===== config.mk =====
export PLATFORM = sky130hd
export DESIGN_NAME = axis_hdr_insert_fifo
export DESIGN_NICKNAME = d
export VERILOG_FILES = /design/src/rtl/axis_hdr_insert_fifo.sv
export SDC_FILE = /design/constraint.sdc
export NUM_CORES = 1
export LEC_CHECK = 0
export BUFFER_PORTS_ARGS = -buffer_cell sky130_fd_sc_hd__buf_2
export CORE_MARGIN = 1
export CORE_UTILIZATION = 45
export CTS_CLUSTER_SIZE = 40
export DETAILED_ROUTE_END_ITERATION = 16
export PLACE_DENSITY = 0.73
export SYNTH_ARGS = -nofsm -noshare
export SYNTH_HDL_FRONTEND = slang
export SYNTH_SLANG_ARGS = --single-unit
export TNS_END_PERCENT = 1

===== constraint.sdc =====
create_clock -name clk -period 5.22 [get_ports clk]
set_input_delay 0.261 -clock clk [delete_from_list [all_inputs] [get_ports clk]]
set_output_delay 0.261 -clock clk [all_outputs]
set_load 0.02 [all_outputs]

===== src/rtl/axis_hdr_insert_fifo.sv =====
// AXI-Stream header inserter: prepends a queued 0..N byte header to each payload packet and repacks into full beats.
// Optional checker output err_out is built when AXIS_HDR_INS_CHK_EN is defined.
module axis_hdr_insert_fifo #(
    parameter int DATA_WD        = 32,
    parameter int DATA_BYTE_WD   = DATA_WD / 8,
    parameter int BYTE_CNT_WD    = $clog2(DATA_BYTE_WD),
    parameter int HDR_FIFO_DEPTH = 4
) (
    input  logic                     clk,
    input  logic                     rst_n,
    input  logic                     valid_in,
    input  logic [DATA_WD-1:0]       data_in,
    input  logic [DATA_BYTE_WD-1:0]  keep_in,
    input  logic                     las_in,
    output logic                     ready_in,
    output logic                     valid_out,
    output logic [DATA_WD-1:0]       data_out,
    output logic [DATA_BYTE_WD-1:0]  keep_out,
    output logic                     last_out,
    input  logic                     ready_out,
    input  logic                     valid_insert,
    input  logic [DATA_WD-1:0]       data_insert,
    input  logic [DATA_BYTE_WD-1:0]  keep_insert,
    input  logic [BYTE_CNT_WD:0]     byte_insert_cnt,
    output logic                     ready_insert
`ifdef AXIS_HDR_INS_CHK_EN
    ,
    output logic                     err_out
`endif
);

    localparam int PTR_WD = $clog2(HDR_FIFO_DEPTH);
    localparam logic [BYTE_CNT_WD:0]   NB  = (BYTE_CNT_WD + 1)'(DATA_BYTE_WD);
    localparam logic [BYTE_CNT_WD+1:0] NB2 = (BYTE_CNT_WD + 2)'(DATA_BYTE_WD);

    typedef enum logic [1:0] {S_IDLE, S_STREAM, S_FLUSH} state_t;

    function automatic logic [BYTE_CNT_WD:0] f_popcnt(input logic [DATA_BYTE_WD-1:0] k);
        logic [BYTE_CNT_WD:0] c;
        c = '0;
        for (int i = 0; i < DATA_BYTE_WD; i++)
            c = c + {{BYTE_CNT_WD{1'b0}}, k[i]};
        return c;
    endfunction

    function automatic logic [BYTE_CNT_WD:0] f_sat(input logic [BYTE_CNT_WD:0] c);
        return (c > NB) ? NB : c;
    endfunction

    // MSB-first contiguous keep with n bytes set
    function automatic logic [DATA_BYTE_WD-1:0] f_keep(input logic [BYTE_CNT_WD+1:0] n);
        logic [DATA_BYTE_WD-1:0] k;
        k = '0;
        for (int i = 0; i < DATA_BYTE_WD; i++)
            k[DATA_BYTE_WD-1-i] = (i < int'(n));
        return k;
    endfunction

    function automatic logic [DATA_WD-1:0] f_bytes(input logic [DATA_BYTE_WD-1:0] k);
        logic [DATA_WD-1:0] m;
        m = '0;
        for (int i = 0; i < DATA_BYTE_WD; i++)
            m[i*8 +: 8] = {8{k[i]}};
        return m;
    endfunction

    state_t                   r_state;
    logic [DATA_WD-1:0]       r_fifo_data [HDR_FIFO_DEPTH];
    logic [BYTE_CNT_WD:0]     r_fifo_h    [HDR_FIFO_DEPTH];
    logic [PTR_WD-1:0]        r_wr_ptr;
    logic [PTR_WD-1:0]        r_rd_ptr;
    logic [PTR_WD:0]          r_count;
    logic [BYTE_CNT_WD:0]     r_h;
    logic [DATA_WD-1:0]       r_res;
    logic [DATA_BYTE_WD-1:0]  r_fkeep;

    logic                     w_adv;
    logic                     w_full;
    logic                     w_empty;
    logic                     w_accept;
    logic                     w_push;
    logic                     w_pop;
    logic [BYTE_CNT_WD:0]     w_h;
    logic [DATA_WD-1:0]       w_pre;
    logic [DATA_WD-1:0]       w_merged;
    logic [DATA_WD-1:0]       w_tail;
    logic [BYTE_CNT_WD:0]     w_l;
    logic [BYTE_CNT_WD+1:0]   w_t;
    logic                     w_overflow;
    logic [DATA_BYTE_WD-1:0]  w_last_keep;
    logic [DATA_BYTE_WD-1:0]  w_flush_keep;

    assign w_adv   = !valid_out || ready_out;
    assign w_full  = (r_count == (PTR_WD + 1)'(HDR_FIFO_DEPTH));
    assign w_empty = (r_count == '0);

    always_comb begin
        ready_in = 1'b0;
        case (r_state)
            S_IDLE:   ready_in = w_adv && !w_empty;
            S_STREAM: ready_in = w_adv;
            default:  ready_in = 1'b0;
        endcase
    end

    assign w_accept = valid_in && ready_in;
    assign w_pop    = w_accept && (r_state == S_IDLE);
    // A pop in the same cycle frees a slot, so a full FIFO can still take a push
    assign ready_insert = !w_full || w_pop;
    assign w_push   = valid_insert && ready_insert;

    always_ff @(posedge clk or negedge rst_n) begin
        if (!rst_n) begin
            r_wr_ptr <= '0;
            r_rd_ptr <= '0;
            r_count  <= '0;
        end else begin
            if (w_push)
                r_wr_ptr <= r_wr_ptr + PTR_WD'(1);
            if (w_pop)
                r_rd_ptr <= r_rd_ptr + PTR_WD'(1);
            if (w_push && !w_pop)
                r_count <= r_count + (PTR_WD + 1)'(1);
            else if (!w_push && w_pop)
                r_count <= r_count - (PTR_WD + 1)'(1);
        end
    end

    always_ff @(posedge clk) begin
        if (w_push) begin
            r_fifo_data[r_wr_ptr] <= data_insert;
            r_fifo_h[r_wr_ptr]    <= f_sat(byte_insert_cnt);
        end
    end

    // Prefix is the header in IDLE and the previous beat's tail afterwards; both are right-aligned
    assign w_h      = (r_state == S_IDLE) ? r_fifo_h[r_rd_ptr]    : r_h;
    assign w_pre    = (r_state == S_IDLE) ? r_fifo_data[r_rd_ptr] : r_res;
    assign w_merged = DATA_WD'({w_pre, data_in} >> {w_h, 3'b000});
    assign w_tail   = data_in << {NB - w_h, 3'b000};

    assign w_l          = f_popcnt(keep_in);
    assign w_t          = {1'b0, w_h} + {1'b0, w_l};
    assign w_overflow   = (w_t > NB2);
    assign w_last_keep  = f_keep(w_t);
    assign w_flush_keep = f_keep(w_t - NB2);

    always_ff @(posedge clk or negedge rst_n) begin
        if (!rst_n) begin
            r_state   <= S_IDLE;
            valid_out <= 1'b0;
            data_out  <= '0;
            keep_out  <= '0;
            last_out  <= 1'b0;
            r_h       <= '0;
            r_res     <= '0;
            r_fkeep   <= '0;
        end else if (w_adv) begin
            valid_out <= 1'b0;
            case (r_state)
                S_IDLE, S_STREAM: begin
                    if (w_accept) begin
                        valid_out <= 1'b1;
                        r_h       <= w_h;
                        if (!las_in) begin
                            data_out <= w_merged;
                            keep_out <= '1;
                            last_out <= 1'b0;
                            r_res    <= data_in;
                            r_state  <= S_STREAM;
                        end else if (w_overflow) begin
                            data_out <= w_merged;
                            keep_out <= '1;
                            last_out <= 1'b0;
                            r_res    <= w_tail & f_bytes(w_flush_keep);
                            r_fkeep  <= w_flush_keep;
                            r_state  <= S_FLUSH;
                        end else begin
                            data_out <= w_merged & f_bytes(w_last_keep);
                            keep_out <= w_last_keep;
                            last_out <= 1'b1;
                            r_state  <= S_IDLE;
                        end
                    end
                end
                S_FLUSH: begin
                    valid_out <= 1'b1;
                    data_out  <= r_res;
                    keep_out  <= r_fkeep;
                    last_out  <= 1'b1;
                    r_state   <= S_IDLE;
                end
                default: r_state <= S_IDLE;
            endcase
        end
    end

`ifdef AXIS_HDR_INS_CHK_EN
    logic w_err;
    assign w_err = (w_push && (f_popcnt(keep_insert) != f_sat(byte_insert_cnt)))
                || (w_accept && !las_in && (keep_in != '1));

    always_ff @(posedge clk or negedge rst_n) begin
        if (!rst_n)
            err_out <= 1'b0;
        else
            err_out <= w_err;
    end
`else
    logic w_unused_keep_insert;
    assign w_unused_keep_insert = ^keep_insert;
`endif

endmodule


==> summary by stage, run 1 <==
Run status
The run finished with clean final reports.

Setup path
The highest net fanout along the worst path is 22. At the worst endpoint, the required time is 5.68 ns. The most critical setup path has its endpoint at r_res[18]$_DFFE_PN0P_. Across all register-to-register paths, the minimum setup slack is 0.54 ns. The start point of the critical path is r_rd_ptr[0]$_DFFE_PN0P_.

The worst setup path is launched from a register. The worst register-to-register path ends at r_res[18]$_DFFE_PN0P_. In this run the critical register-to-register path is launched from r_rd_ptr[0]$_DFFE_PN0P_. The number of cells on the worst reg-to-reg path is 12. The worst setup path is captured at a register. The endpoint arrival time on the critical path is 5.14 ns.

The setup path with the least slack is of type reg2reg.

Clock network
TritonCTS built the clock tree. In this run the number of H-tree levels came out at 1. The later-pin clock latency in the skew report is 0.54 ns. The CTS root buffer is sky130_fd_sc_hd__clkbuf_16.

The maximum buffer depth of the clock tree is 3. The number of setup buffers added after CTS is 0. In this run, post-CTS repair resized a total of 0 instances. The clock-pin slew on the worst setup and hold paths is 0.06 ns. Buffers inserted during clock tree synthesis total 25. Clock tree synthesis found a total of between 200 and 250 sinks.

Yosys
The share of flip-flops with an asynchronous set or reset after synthesis is about two fifths. Counting flops and latches in the post-synthesis netlist gives around 230. The Yosys step of the flow raised 0 warnings. The synthesized-area fraction occupied by and/or/nand/nor cells is 11.78%. The synthesized instance count is around 1000. After synthesis, the largest family of logic cells by area is compound AO/OA/AOI/OAI gates. The dominant register cell in the synthesized netlist is sky130_fd_sc_hd__edfxtp_1.

The post-synthesis adder-cell area fraction is 1.434%. Of the post-synthesis cell area, the part taken by muxes is 13.35%. The mapped netlist covers 11690 um^2.

The distinct cell type count after synthesis is 65. The synthesized netlist net count is 1101. The per-instance average area after synthesis is 11.59 um^2.

The post-synthesis sequential area ratio is around 54%. The synthesized netlist devotes between 15 and 20% of its cell area to compound gates. After Yosys synthesis, XOR and XNOR cells account for less than 1% of the synthesized area. The number of synthesized flops with an enable pin is 140.

Timing
Counting I/O delays and the setup requirement, the final critical path takes about 4.7 ns. Setup repair after global routing left no endpoint under its margin. After layout, the worst path uses 89.67% of the clock period. The final worst setup slack is around 0.54 ns. The slew at the pin closest to its max-slew limit is 1.143 ns. Across the routed clock network, the largest skew measured is between 0.01 and 0.015 ns. The fmax is 0.2136 GHz.

The final number of max-transition violations is 0. The number of endpoints failing setup at the final stage is 0. For the final routed database, the setup TNS stands at 0 ns. The final hold violation count is 0.

The max-slew headroom at the worst pin is between 20% and 30%.

Drt
The final layout contains routed wiring with a total length of 34470 um. In the final routed layout, each cell accounts on average for 23.19 um. After detailed routing, the number of remaining DRC violations is 0.

In this run, the number of DRC markers left after iteration 0 of detailed routing was ~1100. The routed layout has 9163 vias. The total iterations of the first detailed-routing run is 6. Dividing the detail-routed via count by the number of cells gives 6.166. The count of nets left with antenna violations once routing finished came out at 0.

Floorplanning
The I/O pin count is 121. The die outline height is 163.2 um. The count of standard-cell rows is 58. The initial utilization of the core area, before any placement, comes to 46.16%. The die is approximately 160 um wide. The area of the core region is 25330 um^2. The die area is 26630 um^2.

Final layout
The final layout contains 1226 nets. The final design instance area without fill is 13770 um^2. After filler insertion, the fill cell instance count of the layout stands at between 2000 and 2500. Compared with the post-synthesis result, the final layout area differs by 17.80%. The share of the core filled with cells in the final layout is between 50 and 60%. The share of post-route cells with drive strength above 1 is 22.38%.

Pwr
The design draws 0.01093 W. The maximum vdd drop is 0.7376 mV. The switching power is between 0.005 and 0.006 W. The internal power of the cells totals 0.005909 W.

The relative contribution of the clock network to total power is between 10% and 20%. In this run, flip-flops and latches consume 26.6% of the power. The analysis attributes to cell leakage a power of roughly 5.4 nW. Net switching is about 46% of the power. Combinational logic burns 56.1% of the power. For this design the ratio of total power to cell area is slightly below 800 nW/um^2.

Global route
The number of antenna violations at the first check in global routing is 5. The pin count of the biggest net entering global routing is 91. The number of global-route vias before repair was 8896.

The wire length of the first global-routing pass is roughly 53000 um. Global routing used 26.35% of the available tracks. The remaining global-route overflow is 0.

Place
At the end of routability-driven placement, the weighted congestion stood at between 0.9 and 1. The pre-CTS setup slack is 0.6062 ns. The number of buffers added on ports is 116. The placed instances occupy a cell area of 12540 um^2.

The HPWL after detailed placement is 22250 um.

Hold path
The min-delay analysis places its worst path in the category in2reg.

Run
The count of max-cap constraint violations is 0.
==> cell type report <==
| type | count | area (um^2) | share of cell area (%) |
|---|---|---|---|
| diodes | 3 | 7.507 | 0.05452 |
| clock buffers | 31 | 658.1 | 4.779 |
| clock inverters | 15 | 221.5 | 1.608 |
| inverters | 12 | 45.04 | 0.3271 |
| multi-input cells | 696 | 4972 | 36.11 |
| flip-flops and latches | 226 | 6357 | 46.17 |
| well taps | 330 | 412.9 | 2.998 |
| repair buffers | 173 | 1096 | 7.959 |
==> routing by layer <==
| metal | wire (um) | up-vias | track usage [%] |
|---|---|---|---|
| met3 | 3792 | 85 | 6.425 |
| met2 | 15460 | 565 | 39.71 |
| met5 | 14 | - | 0 |
| met1 | 13890 | 4421 | 36.34 |
| met4 | 1307 | 2 | 11.00 |
| li1 | - | 4090 | - |
==> cells in the mapped netlist (3+ instances only) <==
library cell,number,area (um^2)
sky130_fd_sc_hd__edfxtp_1,140,4204
sky130_fd_sc_hd__nor2_1,99,371.6
sky130_fd_sc_hd__nand2_1,89,334.1
sky130_fd_sc_hd__dfrtp_1,86,2152
sky130_fd_sc_hd__a21oi_1,81,405.4
sky130_fd_sc_hd__o21ai_0,67,335.3
sky130_fd_sc_hd__mux2i_1,51,510.5
sky130_fd_sc_hd__clkbuf_1,45,168.9
sky130_fd_sc_hd__mux4_2,34,765.7
sky130_fd_sc_hd__o22ai_1,27,168.9
sky130_fd_sc_hd__and3_1,26,162.7
sky130_fd_sc_hd__mux2_2,24,270.3
sky130_fd_sc_hd__nand3_1,20,100.1
sky130_fd_sc_hd__o211ai_1,20,150.1
sky130_fd_sc_hd__buf_2,14,70.07
sky130_fd_sc_hd__nand2b_1,12,75.07
sky130_fd_sc_hd__o221ai_1,12,105.1
sky130_fd_sc_hd__o32a_1,11,110.1
sky130_fd_sc_hd__a22oi_1,10,75.07
sky130_fd_sc_hd__inv_1,10,37.54
sky130_fd_sc_hd__and2_1,9,56.30
sky130_fd_sc_hd__buf_1,9,33.78
sky130_fd_sc_hd__nor3_2,9,90.09
sky130_fd_sc_hd__nor3_1,8,40.04
sky130_fd_sc_hd__o2bb2ai_1,8,70.07
sky130_fd_sc_hd__a221o_1,7,70.07
sky130_fd_sc_hd__ha_1,7,87.58
sky130_fd_sc_hd__a31oi_1,4,25.02
sky130_fd_sc_hd__buf_6,4,45.04
sky130_fd_sc_hd__fa_1,4,80.08
sky130_fd_sc_hd__nor2b_1,4,25.02
sky130_fd_sc_hd__o21a_1,4,30.03
sky130_fd_sc_hd__o21ai_1,4,20.02
sky130_fd_sc_hd__xnor2_1,4,35.03
sky130_fd_sc_hd__a211oi_1,3,22.52
sky130_fd_sc_hd__buf_4,3,22.52
sky130_fd_sc_hd__or2_2,3,18.77
==> critical path, cell delays in order, from the launching register on <==
cell and delay [ns]:
sky130_fd_sc_hd__dfrtp_2 0.59, sky130_fd_sc_hd__mux4_2 0.59, sky130_fd_sc_hd__mux2i_4 0.17, sky130_fd_sc_hd__inv_2 0.06, sky130_fd_sc_hd__fa_1 0.45, sky130_fd_sc_hd__fa_1 0.75
sky130_fd_sc_hd__nor2_1 0.14, sky130_fd_sc_hd__o211a_1 0.24, sky130_fd_sc_hd__nor2_1 0.15, sky130_fd_sc_hd__o21a_1 0.78, sky130_fd_sc_hd__buf_4 0.42, sky130_fd_sc_hd__nor2_1 0.08
sky130_fd_sc_hd__o2bb2ai_1 0.16
==> timing repair <==
action                     CTS  global route
setup endpoints to repair    0             0
hold buffers                34             0
hold endpoints to repair   163             0
==> kinds of logic after synthesis <==
| group | count (synthesis) |
|---|---|
| muxes | 110 |
| buffers and inverters | 87 |
| DFF | 226 |
| xor gates and xnor gates | 6 |
| adders and majority gates | 11 |
| and+or+nand+nor | 292 |
| AOI/OAI and AO/OA | 277 |
==> worst min-delay path by stage <==
stage	cells after the start	slack, ns	startpoint	endpoint
global placement	1	0.23	rst_n	r_count[0]$_DFFE_PN0P_
detailed placement	1	0.23	rst_n	r_count[1]$_DFFE_PN0P_
floorplan	0	-0.03	rst_n	data_out[0]$_DFFE_PN0P_
global route	3	0.06	data_in[31]	r_res[31]$_DFFE_PN0P_
CTS	3	0.03	data_in[12]	r_res[12]$_DFFE_PN0P_
finish	3	0.04	data_in[12]	r_res[12]$_DFFE_PN0P_
==> sequential cells by signal, indices dropped and copies added, names as in the netlist <==
name and flops:
data_out 32, keep_out 4, last_out 1, r_count 3, r_fifo_data 128, r_fifo_h 12, r_fkeep 4, r_h 3
r_rd_ptr 2, r_res 32, r_state 2, r_wr_ptr 2, valid_out 1
==> through the flow <==
| step | hold WS [ns] | std cells |
|---|---|---|
| after floorplan | -0.03459 | 1009 |
| after global placement | 0.2329 | 1403 |
| after detailed placement | 0.2291 | 1403 |
| after CTS | 0.02947 | 1483 |
| after global routing | 0.05780 | 1485 |
| final | 0.03843 | 1486 |
==> placed cells by master, fill, tap and decap left out, types with 11 or more instances in the layout <==
| cell type | instances |
|---|---|
| sky130_fd_sc_hd__mux4_2 | 34 |
| sky130_fd_sc_hd__dfrtp_1 | 85 |
| sky130_fd_sc_hd__clkbuf_16 | 25 |
| sky130_fd_sc_hd__mux2i_1 | 51 |
| sky130_fd_sc_hd__o22ai_1 | 27 |
| sky130_fd_sc_hd__buf_2 | 115 |
| sky130_fd_sc_hd__nor2_1 | 99 |
| sky130_fd_sc_hd__o32a_1 | 11 |
| sky130_fd_sc_hd__mux2_2 | 24 |
| sky130_fd_sc_hd__dlygate4sd3_1 | 34 |
| sky130_fd_sc_hd__o211ai_1 | 20 |
| sky130_fd_sc_hd__nand2_1 | 89 |
| sky130_fd_sc_hd__a21oi_1 | 81 |
| sky130_fd_sc_hd__buf_4 | 24 |
| sky130_fd_sc_hd__nand2b_1 | 12 |
| sky130_fd_sc_hd__and3_1 | 26 |
| sky130_fd_sc_hd__o221ai_1 | 12 |
| sky130_fd_sc_hd__nand3_1 | 20 |
| sky130_fd_sc_hd__o21ai_0 | 67 |
| sky130_fd_sc_hd__edfxtp_1 | 140 |
==> power by group through the flow <==
stage	Combinational (W)	Sequential (W)	Clock [W]
6_report	0.00613	0.00290	0.00189
5_1_grt	0.00663	0.00296	0.00198
4_1_cts	0.00601	0.00289	0.00191
3_5_place_dp	0.00594	0.00292	0
3_3_place_gp	0.00586	0.00290	0
2_1_floorplan	0.00430	0.00291	0
Power figures use the tool's default switching activity.
==> run 2: changes to the inputs <==
--- a/config.mk
+++ b/config.mk
@@ -5,12 +5,13 @@
 export SDC_FILE = /design/constraint.sdc
 export NUM_CORES = 1
 export LEC_CHECK = 0
+export ABC_AREA = 1
 export BUFFER_PORTS_ARGS = -buffer_cell sky130_fd_sc_hd__buf_2
 export CORE_MARGIN = 1
 export CORE_UTILIZATION = 45
 export CTS_CLUSTER_SIZE = 40
 export DETAILED_ROUTE_END_ITERATION = 16
-export PLACE_DENSITY = 0.73
+export PLACE_DENSITY = 0.72
 export SYNTH_ARGS = -nofsm -noshare
 export SYNTH_HDL_FRONTEND = slang
 export SYNTH_SLANG_ARGS = --single-unit
==> summary by stage, run 2 <==
Clock network
The number of setup buffers added after CTS is 0 (unchanged). The later-pin clock latency in the skew report came to 0.54 ns (about the same). The deepest level of the CTS H-tree is 1 (unchanged). The clock-pin slew on the worst setup and hold paths is 0.06 ns (about the same). The maximum buffer depth of the clock tree came to 3 (unchanged). The total of hold buffers inserted after clock tree synthesis was 34 (unchanged). The clock sink total came to 226 (unchanged).

The post-cts sizing count is 0 (unchanged). The TritonCTS clock tree is done. In this run the clock root is driven by a sky130_fd_sc_hd__clkbuf_16. The TritonCTS buffer count is 24 (-4.0%).

Final layout
The multi-input combinational cell area is 5114 um^2 (+2.8%). In the final layout, the registers with the most flip-flops are r_fifo_data x128, data_out x32, r_res x32. The flip-flop count of the largest register after layout is 128 (unchanged).

The share of post-route cells with drive strength above 1 came to 13.11% (-9.3 points). The synthesis-to-layout area growth is 15.32%. Leaving out fill and tap cells, the most frequent cell in the layout is sky130_fd_sc_hd__nand2_1. The number of nets at the end of the flow is 1821 (+49%). Counting flops per register, the top entry is r_fifo_data. The share of the core filled with cells in the final layout is 53.51% (-0.86 points). The library cells used most frequently in the layout, excluding fill and tap cells, are sky130_fd_sc_hd__nand2_1, sky130_fd_sc_hd__nand3_1, sky130_fd_sc_hd__inv_1, sky130_fd_sc_hd__edfxtp_1, sky130_fd_sc_hd__nor2_1. The combined flip-flop and latch cell area was 6357 um^2 (unchanged).

The total of fill cells in the finished design was 2521 (+19%).

Setup path
Traced cell by cell, the critical path runs through buf_4, nand2_1, nand3_1, nand3_2, nand2_4, ha_1, a21oi_1, inv_1, a21oi_1, nand2_1, nand2_1, buf_4, nand2_1, nand3_1, a21oi_1. The depth of the worst register-to-register path is 15 (+3). The slowest stage of the critical path is the sky130_fd_sc_hd__buf_4 cell. The critical path's largest stage delay is 0.59 ns (-0.19 ns). The critical path in this run is classified as reg2reg.

The element type at the critical path start is a register. The capturing element type of the critical path is a register. The worst flop-to-flop path startpoint is r_rd_ptr[0]$_DFFE_PN0P_.

The highest net fanout along the worst path came to 58 (+160%). Tracing the worst setup path back leads to its startpoint at r_rd_ptr[0]$_DFFE_PN0P_. The setup slack of the most critical reg-to-reg path came to 1.22 ns (+0.68 ns). By instance count, the cell type seen most on the critical path is sky130_fd_sc_hd__nand2_1. The worst reg2reg path endpoint is data_out[29]$_DFFE_PN0P_.

The required time reported for the critical path endpoint came to 5.64 ns (-0.04 ns). The endpoint arrival time on the critical path is 4.43 ns (-0.71 ns).

Floorplanning
The area of the core region is 27250 um^2 (+7.6%). The initial core utilization is 46.40% (+0.24 points). The I/O pin count is 121 (unchanged). The count of standard-cell rows is 60 (+3.4%). The die extent in x is 169.6 um (+4.0%). The die outline height is 169.6 um (+4.0%). The die area is 28770 um^2 (+8.1%).

Drt
The total iterations of the first detailed-routing run is 6 (unchanged). The via count was 11584 (+26%). The detailed-route DRC error count is 0 (unchanged). The post-detailed-routing wire length is 39370 um (+14%). The via count normalized by instance count came to 5.464 (-11%). The post-detailed-route count of antenna-violating nets is 0 (unchanged).

The DRC violation total after the first TritonRoute iteration is 1224 (+9.8%). The average wire per cell in the routed design is 18.57 um (-20%).

Yosys
The multiplexer share of the synthesized area is 0.08906% (-13 points). The commonest cells after synthesis are sky130_fd_sc_hd__nand2_1, sky130_fd_sc_hd__nand3_1, sky130_fd_sc_hd__inv_1. Of all cell types, the one taking the most synthesized area is sky130_fd_sc_hd__edfxtp_1. The per-instance average area after synthesis is 7.810 um^2 (-33%). The share of flip-flops with an asynchronous set or reset after synthesis is 38.05% (unchanged). The xor/xnor share of the synthesized area is 0.3463% (-0.10 points). In the synthesized netlist the dominant register cell turns out to be sky130_fd_sc_hd__edfxtp_1. The cell area after technology mapping is 12640 um^2 (+8.2%). The area share of the largest cell type after synthesis is 33.25% (-2.7 points). The synthesized netlist net count came to 1711 (+55%). The synthesized-area fraction occupied by and/or/nand/nor cells came to 31.26% (+19 points). The number of synthesized flops with an enable pin was 140 (unchanged). The total of warnings raised by yosys came to 0 (unchanged). The post-synthesis sequential area ratio is 50.27% (-4.1 points). By instance count, the leading cell after synthesis is sky130_fd_sc_hd__nand2_1.

The post-synthesis adder-cell area fraction is 1.326% (-0.11 points). The compound-cell area share of the yosys netlist came to 7.105% (-8.2 points). After synthesis, the cell types taking the most area are sky130_fd_sc_hd__edfxtp_1, sky130_fd_sc_hd__dfrtp_1, sky130_fd_sc_hd__nand2_1. The distinct cell type count after synthesis is 37 (-43%).

The synthesized instance count is 1619 (+60%). By area, the combinational part of the netlist is dominated by simple AND/OR/NAND/NOR gates. The post-synthesis register bit count came to 226 (unchanged).

Global route
The remaining global-route overflow is 0 (unchanged). The total routing resource utilization after global routing came to 27.63% (+1.3 points). The wire length of the first global-routing pass is 60910 um (+15%). The number of antenna violations at the first check in global routing is 0 (-5). The number of global-route vias before repair is 11154 (+25%). The pin count of the biggest net entering global routing was 78 (-14%).

Timing
The final number of max-transition violations is 0 (unchanged). The final hold violation count was 0 (unchanged). The number of endpoints failing setup at the final stage came to 0 (unchanged).

The summed negative setup slack over all endpoints is 0 ns (unchanged). The clock tree skew after final layout came to 0.01015 ns (-0.0001717 ns). The period utilization is 76.68% (-13 points). The max-slew headroom at the worst pin was 36.06% (+13 points).

The final worst setup slack came to 1.217 ns (+0.6785 ns). The slew at the pin closest to its max-slew limit is 0.9568 ns (-0.1865 ns). Setup repair after global routing left no endpoint under its margin. The post-layout minimum cycle time is 4.003 ns (-0.6785 ns). The fmax is 0.2498 GHz (+17%).

Hold path
The worst hold path depth is 3 (unchanged). The sink of the worst hold path is r_res[30]$_DFFE_PN0P_. The path type of the worst min-delay path is in2reg. In this run the most critical hold path is launched from data_in[30].

Place
The weighted congestion reported at the end of routability-driven placement came to 0.9221 (+0.50%). The pre-CTS setup slack is 1.310 ns (+0.7041 ns). The number of buffers added on ports is 116 (unchanged).

The HPWL after detailed placement is 25230 um (+13%).

Run
The count of max-cap constraint violations is 0 (unchanged).

Run status
The flow ran to the end, and the final reports show no timing, DRC or antenna violations.
[run 2: routing by layer]
metal  global-route usage (%)  vias up  part of all wire [%]
li1                         -     5434                     -
met1                    35.59     5418                    39
met2                    44.16      610                    46
met3                    5.271      122                    10
met4                    14.61        0                   4.8
met5                        0        -                     0
[run 2: metrics by stage]
| step | hold slack, ns | area [um^2] | cells |
|---|---|---|---|
| after detailed placement | 0.2096 | 13390 | 2041 |
| final | 0.03800 | 14580 | 2120 |
| after floorplan | -0.03459 | 12640 | 1619 |
| after CTS | 0.04173 | 14580 | 2119 |
| after global placement | 0.2091 | 13390 | 2041 |
| after global routing | 0.04690 | 14580 | 2119 |
[run 2: kinds of logic (layout without fill, tap and decap cells)]
| group | after synthesis | count (layout) |
|---|---|---|
| AND/OR/NAND/NOR | 927 | 927 |
| other | 0 | 1 |
| XOR/XNOR | 5 | 5 |
| buffers and inverters | 276 | 404 |
| AO/OA/AOI/OAI | 173 | 173 |
| multiplexers | 1 | 1 |
| flip-flops | 226 | 226 |
| adder cells (fa/ha/maj) | 11 | 11 |
[run 2: cell type report]
class	count	area share [%]
Inverter	189	4.865
Timing Repair Buffer	171	7.414
Multi-Input combinational cell	1117	35.07
Antenna cell	1	0.01716
Clock buffer	28	4.290
Tap cell	372	3.192
Sequential cell	226	43.60
Clock inverter	16	1.553
[run 2: worst max-delay path: cells and delay by family, from the launching register on]
| family | cells | cell delay [ns] |
|---|---|---|
| adder cells (fa/ha/maj) | 1 | 0.33 |
| buffers and inverters | 3 | 0.92 |
| flip-flops | 1 | 0.58 |
| AO/OA/AOI/OAI | 3 | 0.41 |
| AND/OR/NAND/NOR | 8 | 1.61 |
[run 2: worst max path at each step]
| stage | endpoint | depth (start not counted) |
|---|---|---|
| 6_report | data_out[29]$_DFFE_PN0P_ | 15 |
| 3_3_place_gp | data_out[29]$_DFFE_PN0P_ | 15 |
| 2_1_floorplan | r_fifo_data[0][0]$_DFFE_PP_ | 11 |
| 3_5_place_dp | data_out[29]$_DFFE_PN0P_ | 15 |
| 4_1_cts | data_out[29]$_DFFE_PN0P_ | 15 |
| 5_1_grt | data_out[25]$_DFFE_PN0P_ | 15 |
Power of run 2 is left out: the tool's default activity adds up to more than one toggle a clock period on the data nets, which glitch-free logic cannot reach.
==> run 3: changes to the inputs <==
--- a/config.mk
+++ b/config.mk
@@ -5,13 +5,13 @@
 export SDC_FILE = /design/constraint.sdc
 export NUM_CORES = 1
 export LEC_CHECK = 0
-export ABC_AREA = 1
+export ABC_AREA = 0
 export BUFFER_PORTS_ARGS = -buffer_cell sky130_fd_sc_hd__buf_2
 export CORE_MARGIN = 1
 export CORE_UTILIZATION = 45
 export CTS_CLUSTER_SIZE = 40
 export DETAILED_ROUTE_END_ITERATION = 16
-export PLACE_DENSITY = 0.72
+export PLACE_DENSITY = 0.75
 export SYNTH_ARGS = -nofsm -noshare
 export SYNTH_HDL_FRONTEND = slang
 export SYNTH_SLANG_ARGS = --single-unit
==> constraint.sdc (replaced) <==
create_clock -name clk -period 3.67 [get_ports clk]
set_input_delay 0.1835 -clock clk [delete_from_list [all_inputs] [get_ports clk]]
set_output_delay 0.1835 -clock clk [all_outputs]
set_load 0.02 [all_outputs]
==> summary by stage, run 3 (synthesized netlist as in run 1, its figures left out) <==
Drt
The via count normalized by instance count is 6.134 (+12%). The DRC violation total after the first TritonRoute iteration came to 998 (-18%). The detailed-route DRC error count was 0 (unchanged).

The via count is 9268 (-20%). The average wire per cell in the routed design came to 22.88 um (+23%). The total iterations of the first detailed-routing run is 7 (+1).

The post-detailed-routing wire length is 34570 um (-12%). The post-detailed-route count of antenna-violating nets came to 0 (unchanged).

Floorplanning
The count of standard-cell rows came to 58 (-3.3%). The die extent in x is 163.2 um (-3.8%). The die area is 26630 um^2 (-7.5%).

The I/O pin count is 121 (unchanged). The die outline height was 163.2 um (-3.8%). The area of the core region is 25330 um^2 (-7.1%). The initial core utilization is 46.16% (-0.24 points).

Timing
The slew at the pin closest to its max-slew limit is 1.102 ns (+0.1449 ns). The post-layout minimum cycle time is 3.484 ns (-0.5184 ns). The summed negative setup slack over all endpoints is 0 ns (unchanged). The final-layout worst hold slack is 0.01424 ns (-0.02375 ns). Setup repair after global routing left no endpoint under its margin.

The max-slew headroom at the worst pin came to 26.28% (-9.8 points). The fmax was 0.2870 GHz (+15%). The final worst setup slack is 0.1858 ns (-1.032 ns).

The period utilization was 94.94% (+18 points). The final number of max-transition violations is 0 (unchanged). The final hold violation count is 0 (unchanged). The clock tree skew after final layout is 0.01316 ns (+0.003006 ns). The number of endpoints failing setup at the final stage came to 0 (unchanged).

Final layout
The library cell used most frequently in the layout, excluding fill and tap cells, is sky130_fd_sc_hd__edfxtp_1. In the layout the commonest cells are sky130_fd_sc_hd__edfxtp_1, sky130_fd_sc_hd__buf_2, sky130_fd_sc_hd__nor2_1, sky130_fd_sc_hd__nand2_1, sky130_fd_sc_hd__dfrtp_1. The count of inserted antenna diode cells is 0 (-1). The largest register by flop count is r_fifo_data. The multi-input combinational cell area was 5010 um^2 (-2.0%). The final design instance area without fill is 14020 um^2 (-3.9%). The synthesis-to-layout area growth is 19.92%. The share of post-route cells with drive strength above 1 came to 24.39% (+11 points). In the final layout, the registers with the most flip-flops are r_fifo_data x128, data_out x32, r_res x32. The total of fill cells in the finished design was 2102 (-17%). The flip-flop count of the largest register after layout was 128 (unchanged). The post-layout instance count excluding filler cells is 1511 (-29%). The number of nets at the end of the flow was 1256 (-31%). The combined flip-flop and latch cell area is 6357 um^2 (unchanged).

Setup path
The capturing element type of the critical path is a register. The worst setup path is launched from a register. The highest net fanout along the worst path is 8 (-86%). The endpoint arrival time on the critical path came to 3.94 ns (-0.49 ns). The required time reported for the critical path endpoint was 4.13 ns (-1.51 ns). The worst setup path is of the reg2reg kind.

Place
The number of buffers added on ports is 116 (unchanged). The number of placed cells counting well taps is 1422 (-30%). The HPWL after detailed placement is 22740 um (-9.8%).

The pre-CTS setup slack is -0.01588 ns (-1.326 ns). The cell area reported after detailed placement is 12720 um^2 (-5.0%). The weighted congestion reported at the end of routability-driven placement is 0.9350 (+1.4%).

Pwr
The maximum vdd drop is roughly 0.85 mV. Summed over all cells, the static leakage comes to 5.559 nW. The proportion of power drawn by flip-flops and latches is 25.8%. The switching power is 0.007213 W.

The switching portion of total power is ~46%. In this run the power density over the cells is 1123 nW/um^2. Internal power comes to 0.008528 W.

The power share of the combinational group is 57.9%. Of the total power, the clock network draws between 10% and 20%.

Hold path
The path class of the tightest hold or removal check is in2reg.

Global route
The remaining global-route overflow was 0 (unchanged). The total routing resource utilization after global routing was 26.22% (-1.4 points). The wire length of the first global-routing pass is 52480 um (-14%). The number of antenna violations at the first check in global routing is 0 (unchanged). The number of global-route vias before repair is 8972 (-20%). The pin count of the biggest net entering global routing is 91 (+17%).

Clock network
The TritonCTS buffer count is 25 (+4.2%). The clock sink total was 226 (unchanged). The maximum buffer depth of the clock tree is 3 (unchanged). The clock-pin slew on the worst setup and hold paths is 0.07 ns (about the same). The deepest level of the CTS H-tree is 1 (unchanged). The root buffer cell chosen for the clock tree is sky130_fd_sc_hd__clkbuf_16. The number of setup buffers added after CTS was 0 (unchanged).

The later-pin clock latency in the skew report is 0.54 ns (about the same). TritonCTS built the clock tree.

Run
The count of max-cap constraint violations was 0 (unchanged).

Run status
The run finished with clean final reports.
==> run 3: cell count changes in the layout (fill, tap and decap cells not counted), moves of 24 or more <==
cell	change
sky130_fd_sc_hd__a21oi_1	-39
sky130_fd_sc_hd__and3_1	+24
sky130_fd_sc_hd__inv_1	-164
sky130_fd_sc_hd__mux2i_1	+51
sky130_fd_sc_hd__mux4_2	+34
sky130_fd_sc_hd__nand2_1	-427
sky130_fd_sc_hd__nand3_1	-194
sky130_fd_sc_hd__nor2_1	-41
sky130_fd_sc_hd__o21ai_0	+35
sky130_fd_sc_hd__o22ai_1	+27
==> run 3: final timing paths <==
kind,slack [ns],depth (start not counted),from,end
min reg2reg,0.46,1,r_fkeep[3]$_DFFE_PN0P_,r_fkeep[3]$_DFFE_PN0P_
max,0.19,12,r_rd_ptr[0]$_DFFE_PN0P_,r_res[31]$_DFFE_PN0P_
max reg2reg,0.19,12,r_rd_ptr[0]$_DFFE_PN0P_,r_res[31]$_DFFE_PN0P_
min,0.01,3,data_in[7],r_res[7]$_DFFE_PN0P_
min in group asynchronous,0.35,2,rst_n,r_count[1]$_DFFE_PN0P_
max in group asynchronous,2.49,3,rst_n,data_out[2]$_DFFE_PN0P_
==> run 3: final cells by class <==
class / instances / share of cell area, %
sequential: 226 / 45.35
multi-input combinational: 696 / 35.74
timing repair buffer: 203 / 9.738
clock buffer: 26 / 4.489
tap: 330 / 2.945
clock inverter: 18 / 1.419
inverter: 12 / 0.3213
==> run 3: routing by layer <==
metal,share of wire (%),up-vias,global-route usage [%]
met4,3.7,0,10.32
met1,40,4512,36.39
li1,-,4141,-
met5,0,-,0
met3,10,80,4.876
met2,46,535,40.66
==> run 3: power by group through the flow <==
stage	logic (W)	clock network [W]	registers (W)
after global routing	0.00981	0.00266	0.00414
after CTS	0.00892	0.00258	0.00405
after global placement	0.00868	0	0.00406
after detailed placement	0.00881	0	0.00410
after floorplan	0.00627	0	0.00415
final	0.00911	0.00256	0.00406
==> run 3: worst max-delay path, stage by stage (launching register included) <==
cell and delay, ns:
sky130_fd_sc_hd__dfrtp_2 0.36, sky130_fd_sc_hd__mux4_2 0.53, sky130_fd_sc_hd__mux2i_4 0.17, sky130_fd_sc_hd__inv_2 0.07, sky130_fd_sc_hd__fa_2 0.41, sky130_fd_sc_hd__fa_2 0.57
sky130_fd_sc_hd__nor2_1 0.06, sky130_fd_sc_hd__buf_4 0.14, sky130_fd_sc_hd__a21boi_0 0.14, sky130_fd_sc_hd__mux2i_1 0.11, sky130_fd_sc_hd__nor2_2 0.46, sky130_fd_sc_hd__o211ai_1 0.19
sky130_fd_sc_hd__a31oi_1 0.19
==> run 3: per-stage QoR <==
stage               utilization (%)  total power [W]
floorplan                         -          0.01042
global placement              50.21          0.01274
detailed placement            50.21          0.01291
CTS                           55.27          0.01555
global route                  55.35          0.01662
finish                        55.35          0.01574
==> run 3: timing repair <==
item	CTS	global route
endpoints found under the setup margin	1	13
resized for setup	1	4
hold buffers	45	0
hold endpoints to repair	210	0
